### src/rtl/nn_opm_pkg.sv
// nn_opm shared package: bus widths, output-layer geometry and
// OPM FSM state encodings.
package nn_opm_pkg;

  localparam int D_LEN     = 16;
  localparam int DA_AWIDTH = 8;
  localparam int OFS_WIDTH = 8;
  localparam int O_NUM     = 4;
  localparam int O_BASE    = 0;

  localparam logic [2:0] OPM_IDLE  = 3'd0;
  localparam logic [2:0] OPM_REQ   = 3'd1;
  localparam logic [2:0] OPM_READ  = 3'd2;
  localparam logic [2:0] OPM_DRAIN = 3'd3;
  localparam logic [2:0] OPM_DONE  = 3'd4;

endpackage

### src/rtl/nn_opm.sv
// nn_opm: sweeps O_NUM result words over the ROUTER_BUS opm port after
// nn_finish, thresholds each signed word to one bit, packs into o_out.
// Ports: clk, rst_n (sync, active low), nn_finish, opm_request/opm_enable
// handshake, opm_finish, opm_base/opm_offset/opm_dout, o_out, o_valid, busy.
module nn_opm
  import nn_opm_pkg::*;
#(
  parameter int D_LEN_P     = D_LEN,
  parameter int DA_AWIDTH_P = DA_AWIDTH,
  parameter int OFS_WIDTH_P = OFS_WIDTH,
  parameter int O_NUM_P     = O_NUM,
  parameter int O_BASE_P    = O_BASE,
  parameter logic signed [D_LEN_P-1:0] THRESH = '0
) (
  input  logic                   clk,
  input  logic                   rst_n,
  input  logic                   nn_finish,
  output logic                   opm_request,
  input  logic                   opm_enable,
  output logic                   opm_finish,
  output logic [DA_AWIDTH_P-1:0] opm_base,
  output logic [OFS_WIDTH_P-1:0] opm_offset,
  input  logic [D_LEN_P-1:0]     opm_dout,
  output logic [O_NUM_P-1:0]     o_out,
  output logic                   o_valid,
  output logic                   busy
);

  localparam logic [OFS_WIDTH_P-1:0] LAST =
    OFS_WIDTH_P'(O_NUM_P - 1);

  logic [2:0]             state;
  logic [OFS_WIDTH_P-1:0] offset;
  logic                   pend;
  logic [OFS_WIDTH_P-1:0] pend_idx;
  logic [O_NUM_P-1:0]     cap;
  logic [O_NUM_P-1:0]     cap_nxt;
  logic                   hit;

  assign hit = $signed(opm_dout) > THRESH;

  // Data returns one cycle after its offset; pend_idx remembers
  // which slot that returning word belongs to.
  always_comb begin
    cap_nxt = cap;
    for (int i = 0; i < O_NUM_P; i++) begin
      if (pend && pend_idx == OFS_WIDTH_P'(i))
        cap_nxt[i] = hit;
    end
  end

  always_ff @(posedge clk) begin
    if (!rst_n) begin
      state    <= OPM_IDLE;
      offset   <= '0;
      pend     <= 1'b0;
      pend_idx <= '0;
      cap      <= '0;
      o_out    <= '0;
    end else begin
      pend     <= (state == OPM_READ) && opm_enable;
      pend_idx <= offset;
      unique case (state)
        OPM_IDLE: begin
          if (nn_finish) begin
            state  <= OPM_REQ;
            offset <= '0;
            cap    <= '0;
          end
        end
        OPM_REQ: begin
          if (opm_enable)
            state <= OPM_READ;
        end
        OPM_READ: begin
          cap <= cap_nxt;
          if (opm_enable) begin
            if (offset == LAST)
              state <= OPM_DRAIN;
            else
              offset <= offset + 1'b1;
          end
        end
        OPM_DRAIN: begin
          cap   <= cap_nxt;
          o_out <= cap_nxt;
          state <= OPM_DONE;
        end
        OPM_DONE: begin
          offset <= '0;
          state  <= OPM_IDLE;
        end
        default: state <= OPM_IDLE;
      endcase
    end
  end

  assign opm_request = (state == OPM_REQ) ||
                       (state == OPM_READ) ||
                       (state == OPM_DRAIN);
  assign opm_finish  = (state == OPM_DONE);
  assign o_valid     = (state == OPM_DONE);
  assign busy        = (state != OPM_IDLE);
  assign opm_offset  = offset;
  assign opm_base    = DA_AWIDTH_P'(O_BASE_P);

endmodule
### config.mk
export PLATFORM = sky130hd
export DESIGN_NAME = nn_opm
export DESIGN_NICKNAME = d
export VERILOG_FILES = /design/src/rtl/nn_opm_pkg.sv /design/src/rtl/nn_opm.sv
export SDC_FILE = /design/constraint.sdc
export NUM_CORES = 1
export LEC_CHECK = 0
export ABC_AREA = 1
export ABC_CLOCK_PERIOD_IN_PS = 1900
export CORE_MARGIN = 10
export CORE_UTILIZATION = 35
export DETAILED_ROUTE_END_ITERATION = 8
export SETUP_SLACK_MARGIN = 0.02
export SLEW_MARGIN = 0
export SYNTH_ARGS = -nofsm -noshare
export SYNTH_HDL_FRONTEND = slang
export SYNTH_SLANG_ARGS = --single-unit
export TNS_END_PERCENT = 20
### constraint.sdc
create_clock -name clk -period 1.9 [get_ports clk]
set_clock_uncertainty 0.2 [all_clocks]
set_input_delay 0.38 -clock clk [delete_from_list [all_inputs] [get_ports clk]]
set_output_delay 0.38 -clock clk [all_outputs]
set_load 0.01 [all_outputs]
Word-level counts from Yosys, hierarchy flattened --
Index checks and enable logic that the tools add are counted.
Storage, ports and cells: register bits 28, bits of input ports 20, output and inout port bits 24, word-level logic and storage cells 52
Cells by class: $add $sub $neg 1, order comparisons 1, eq/ne operators 13, mux-type cells 15, reduce and logical (&&, ||, !) cells 16
Operators with widths (number):
- 8-bit by 2-bit == test with 1-bit output (second input constant) | 3
- 8-bit two-way mux | 3
- 8-bit one-hot mux with 3 select lines | 1
- 16-bit by 1-bit > comparator with 1-bit output (second input constant) | 1
- 3-bit two-way mux | 4
- 3-bit one-hot mux with 4 select lines | 1
- 8-bit by 1-bit adder with 8-bit output (second input constant) | 1
- 8-bit by 1-bit == test with 1-bit output (second input constant) | 1
- 8-bit zero test | 1
- 2-bit != test (second input constant) | 4
- 4-bit one-hot mux with 2 select lines | 1
- 4-bit AND reduction | 2
- 3-bit by 2-bit == test with 1-bit output (second input constant) | 2
- 3-bit nonzero test | 2
- 1-bit logical AND | 5
- 1-bit two-way mux | 4
- 4-bit two-way mux | 1
- 3-bit by 1-bit == test with 1-bit output (second input constant) | 1
- 3-bit == test (second input constant) | 1
- 3-bit zero test | 1
- 1-bit logical OR | 2
- 2-bit by 1-bit != test with 1-bit output (second input constant) | 1
- 2-bit AND reduction | 1
- 2-bit nonzero test | 1
- 2-bit OR reduction | 1

Logic depth before layout (Yosys ltp) --
depth in word-level cells 4, depth in mapped cells 10, gate-level depth less buffers 10

Least setup slack after synthesis --
Ideal clock, no wire load.
path type register to output, start register state[2], end output opm_finish, data arrival time 0.992 ns, required time 1.320 ns, setup slack 0.328 ns, cell stages (with the launch flop) 4, buffers on the path 1, cells stage by stage dfxtp_1 -> inv_1 -> nor3_1 -> buf_4
Between the ends: word-level cells in the longest chain between the ends 1
Ends and longest elaborated chain:
- start: declaration | RTL line nn_opm.sv:32 | logic [2:0] state;
- start signal: assignment | RTL line nn_opm.sv:54 | state <= OPM_IDLE;
- start signal: assignment | RTL line nn_opm.sv:66 | state <= OPM_REQ;
- start signal: assignment | RTL line nn_opm.sv:73 | state <= OPM_READ;
- 3-bit == test
- end: declaration | RTL line nn_opm.sv:20 | output logic opm_finish,
No other way between the ends.

Worst setup path in the final report --
start register offset[3] (netlist: opm_offset[3]), end output opm_offset[3]
RTL lines:
- start: declaration | RTL line nn_opm.sv:33 | logic [OFS_WIDTH_P-1:0] offset;
- start signal: assignment | RTL line nn_opm.sv:81 | offset <= offset + 1'b1;
- end: declaration | RTL line nn_opm.sv:22 | output logic [OFS_WIDTH_P-1:0] opm_offset,
No word-level cell between the ends.

==> results.yml <==
grt:
  grt_pass1_wl_microns: 6230
  grt_max_degree: 19
  grt_pass1_vias: 1407
  antenna_found_initial: 0
  grt.total_usage_pct: 9.86
  grt_overflow: 0
clocking:
  path_clk_slew_ns: 0.09
  clock_latency_ns: 0.27
  htreeDepth: 1
  cts_buffer_depth: 2
  cts_tree: "done"
  numCtsBuffers: 3
  cts-root-buf: "clkbuf_8"
  cts_setup_buffers: 0
  ctsHoldBuffers: 0
  clock_sinks: 28
power_and_ir_drop:
  power_mw: 1.91
  p_per_area_mw_per_mm2: 929
  total_leakage_power_nw: 0.940
  vdd_drop_max_uv: 707
routing:
  drcViolationCount: 0
  drt_iter0_markers: 76
  viasPerCell: 4.47
  vias: 1501
  wire_per_inst_microns: 11.1
  dr.pass1.iters: 5
  wl_microns: 3710
  antenna_left: 0
synth:
  synthFlopType: "dfxtp_1"
  ys_warn_count: 0
  synth_seq_cells: 28
  synth_mux_area_share_pct: 0
  synth-edff-count: 0
  synth_largest_area_cell: "dfxtp_1"
  netlist_instances: 245
  ys_types: 29
  yosysTopAreaCellShare_pct: 35.6
  async_flop_share_pct: 0
  synth_compound_area_share_pct: 6.98
  synth_top_family_by_area: "simple AND/OR/NAND/NOR gates"
  seq_area_frac_synth_pct: 35.6
  avgSynthCellArea_sq_um: 6.43
  synthTopCellsByArea: "dfxtp_1 36%, nand2_1 18%, inv_1 7.6%"
  synthAdderAreaFrac_pct: 0.794
  synth.cell_area_sq_mm: 0.00158
  synth-simple-area-share_pct: 40.8
  synth_xor_area_share_pct: 1.11
critical_path:
  cp_num_buf_inv: 1
  ff2ff_setup_slack_ns: 0.25
  crit_type: "reg -> out"
  cp_top_family: "buffers and inverters"
  cp_data_arrival_time_ns: 1.24
  cp_cell_sequence: "clkdlybuf4s50_1"
  crit_path_max_fanout: 7
  end_kind: "output port"
  cp.required_ns: 1.32
  cpMaxStageDelayCell: "clkdlybuf4s50_1"
  slowest_delay_ns: 0.56
  cp-start-kind: "register"
floorplanning:
  dieArea_sq_mm: 0.00759
  start_util_pct: 36.2
  pin_count: 44
  die_x_microns: 87.1
  die_h_microns: 87.1
  core-area_sq_mm: 0.00435
  row_count: 24
timing:
  fmax_mhz: 550
  slew_violations: 0
  setup_tns_ns: 0
  rsz0062_at_grt: "no"
  period_minus_slack_ns: 1.82
  finalCritPeriodShare_pct: 95.7
  setup_viol: 0
  fin_hold_ws_ns: 0.269
  hold_viol_final: 0
cells_and_area:
  syn2layout_area_growth_pct: 30.2
  final_cells: 336
  antenna_cells: 0
  nNetsFinal: 306
  drive_gt1_share_pct: 12.7
  final.fill_count: 442
flow_run:
  cap_violations: 0
placed_design:
  dp.cells: 332
  gp_congestion: 0.783
  io_buffers: 35
  dp_hpwl_microns: 2910
outcome:
  status: "complete, no violations"
worst_hold_path:
  hold_path_class: "reg -> reg"
==> placed cells by master, fill, tap and decap left out, types with 2 or more instances in the layout <==
cell             Yosys  layout
nor3b_1              2       2
nand2_2              3       3
a21oi_1             14      14
clkdlybuf4s50_1      0      31
dlygate4sd2_1        0       2
dfxtp_2              0       7
nor2_1              32      32
o21ai_1              2       2
nand2_1             75      75
nand3_1             12      12
dfxtp_1             28      20
nor2_4               2       2
nor3_1               7       6
conb_1               1       8
inv_2                4       4
inv_1               32      32
nand3_2              3       2
nand4_1              4       4
clkbuf_8             0       4
buf_4                9       6
==> flip-flops by register name, indices dropped and copies added (netlist names) <==
| name | flops |
|---|---|
| cap | 4 |
| o_out | 4 |
| opm_offset | 8 |
| state | 3 |
| pend_idx | 8 |
| pend | 1 |
==> repair_timing <==
action,in CTS,in global routing
resized for setup,11,5
endpoints found under the setup margin,9,5
pin swaps,0,1
cloned,0,0
==> logic make-up (layout without fill, tap and decap cells) <==
family / Yosys count / count (layout)
buf+inv: 50 / 82
compound gates: 19 / 19
fa+ha+maj: 1 / 1
flops: 28 / 28
xor+xnor: 2 / 2
simple gates: 144 / 144
other cells: 1 / 8
==> worst paths after layout <==
kind	start	end	cells after the start
min reg2reg	cap[2]$_SDFFE_PN0P_	cap[2]$_SDFFE_PN0P_	2
max reg2reg	opm_offset[0]$_SDFFE_PN0P_	opm_offset[3]$_SDFFE_PN0P_	7
min	cap[2]$_SDFFE_PN0P_	cap[2]$_SDFFE_PN0P_	2
max	opm_offset[3]$_SDFFE_PN0P_	opm_offset[3]	1
==> final cells by class <==
type | count | area, sq um | share of cell area [%]
Multi-Input combinational cell | 174 | 826 | 40.2
Sequential cell | 28 | 573 | 27.9
Timing Repair Buffer | 41 | 395 | 19.3
Inverter | 37 | 139 | 6.76
Tap cell | 52 | 65.1 | 3.17
Clock buffer | 4 | 55.1 | 2.68
==> per-stage QoR <==
stage	area [sq um]	utilization, %	setup WS, ns
floorplan	1600	-	0.328
global placement	1970	45.3	0.0577
detailed placement	1970	45.3	0.0440
CTS	2040	46.8	-0.138
global route	2050	47.2	0.0245
finish	2050	47.2	0.0816
==> layer usage <==
layer  GRT usage, %  vias to the layer above  routed length, microns
li1               -                      814                       -
met1           11.5                      650                    1710
met2           17.1                       33                    1680
met3           2.62                        4                     276
met4           3.04                        0                      50
met5              0                        -                       0
==> report_power, final <==
group          switching, mW  internal (mW)
logic                  0.502          0.340
registers             0.0561          0.647
clock network          0.176          0.185
total                  0.735           1.17
==> Yosys cell counts, types with 2 or more instances <==
cell	count
nand3_2	3
nand4_1	4
o21ai_1	2
nor2_1	32
nor3_1	7
nor2_4	2
clkbuf_1	3
nand3_1	12
dfxtp_1	28
a21oi_1	14
buf_4	9
nor3b_1	2
inv_1	32
inv_2	4
nand2_2	3
nand2_1	75
No activity file was read; power rests on OpenSTA's default activity.
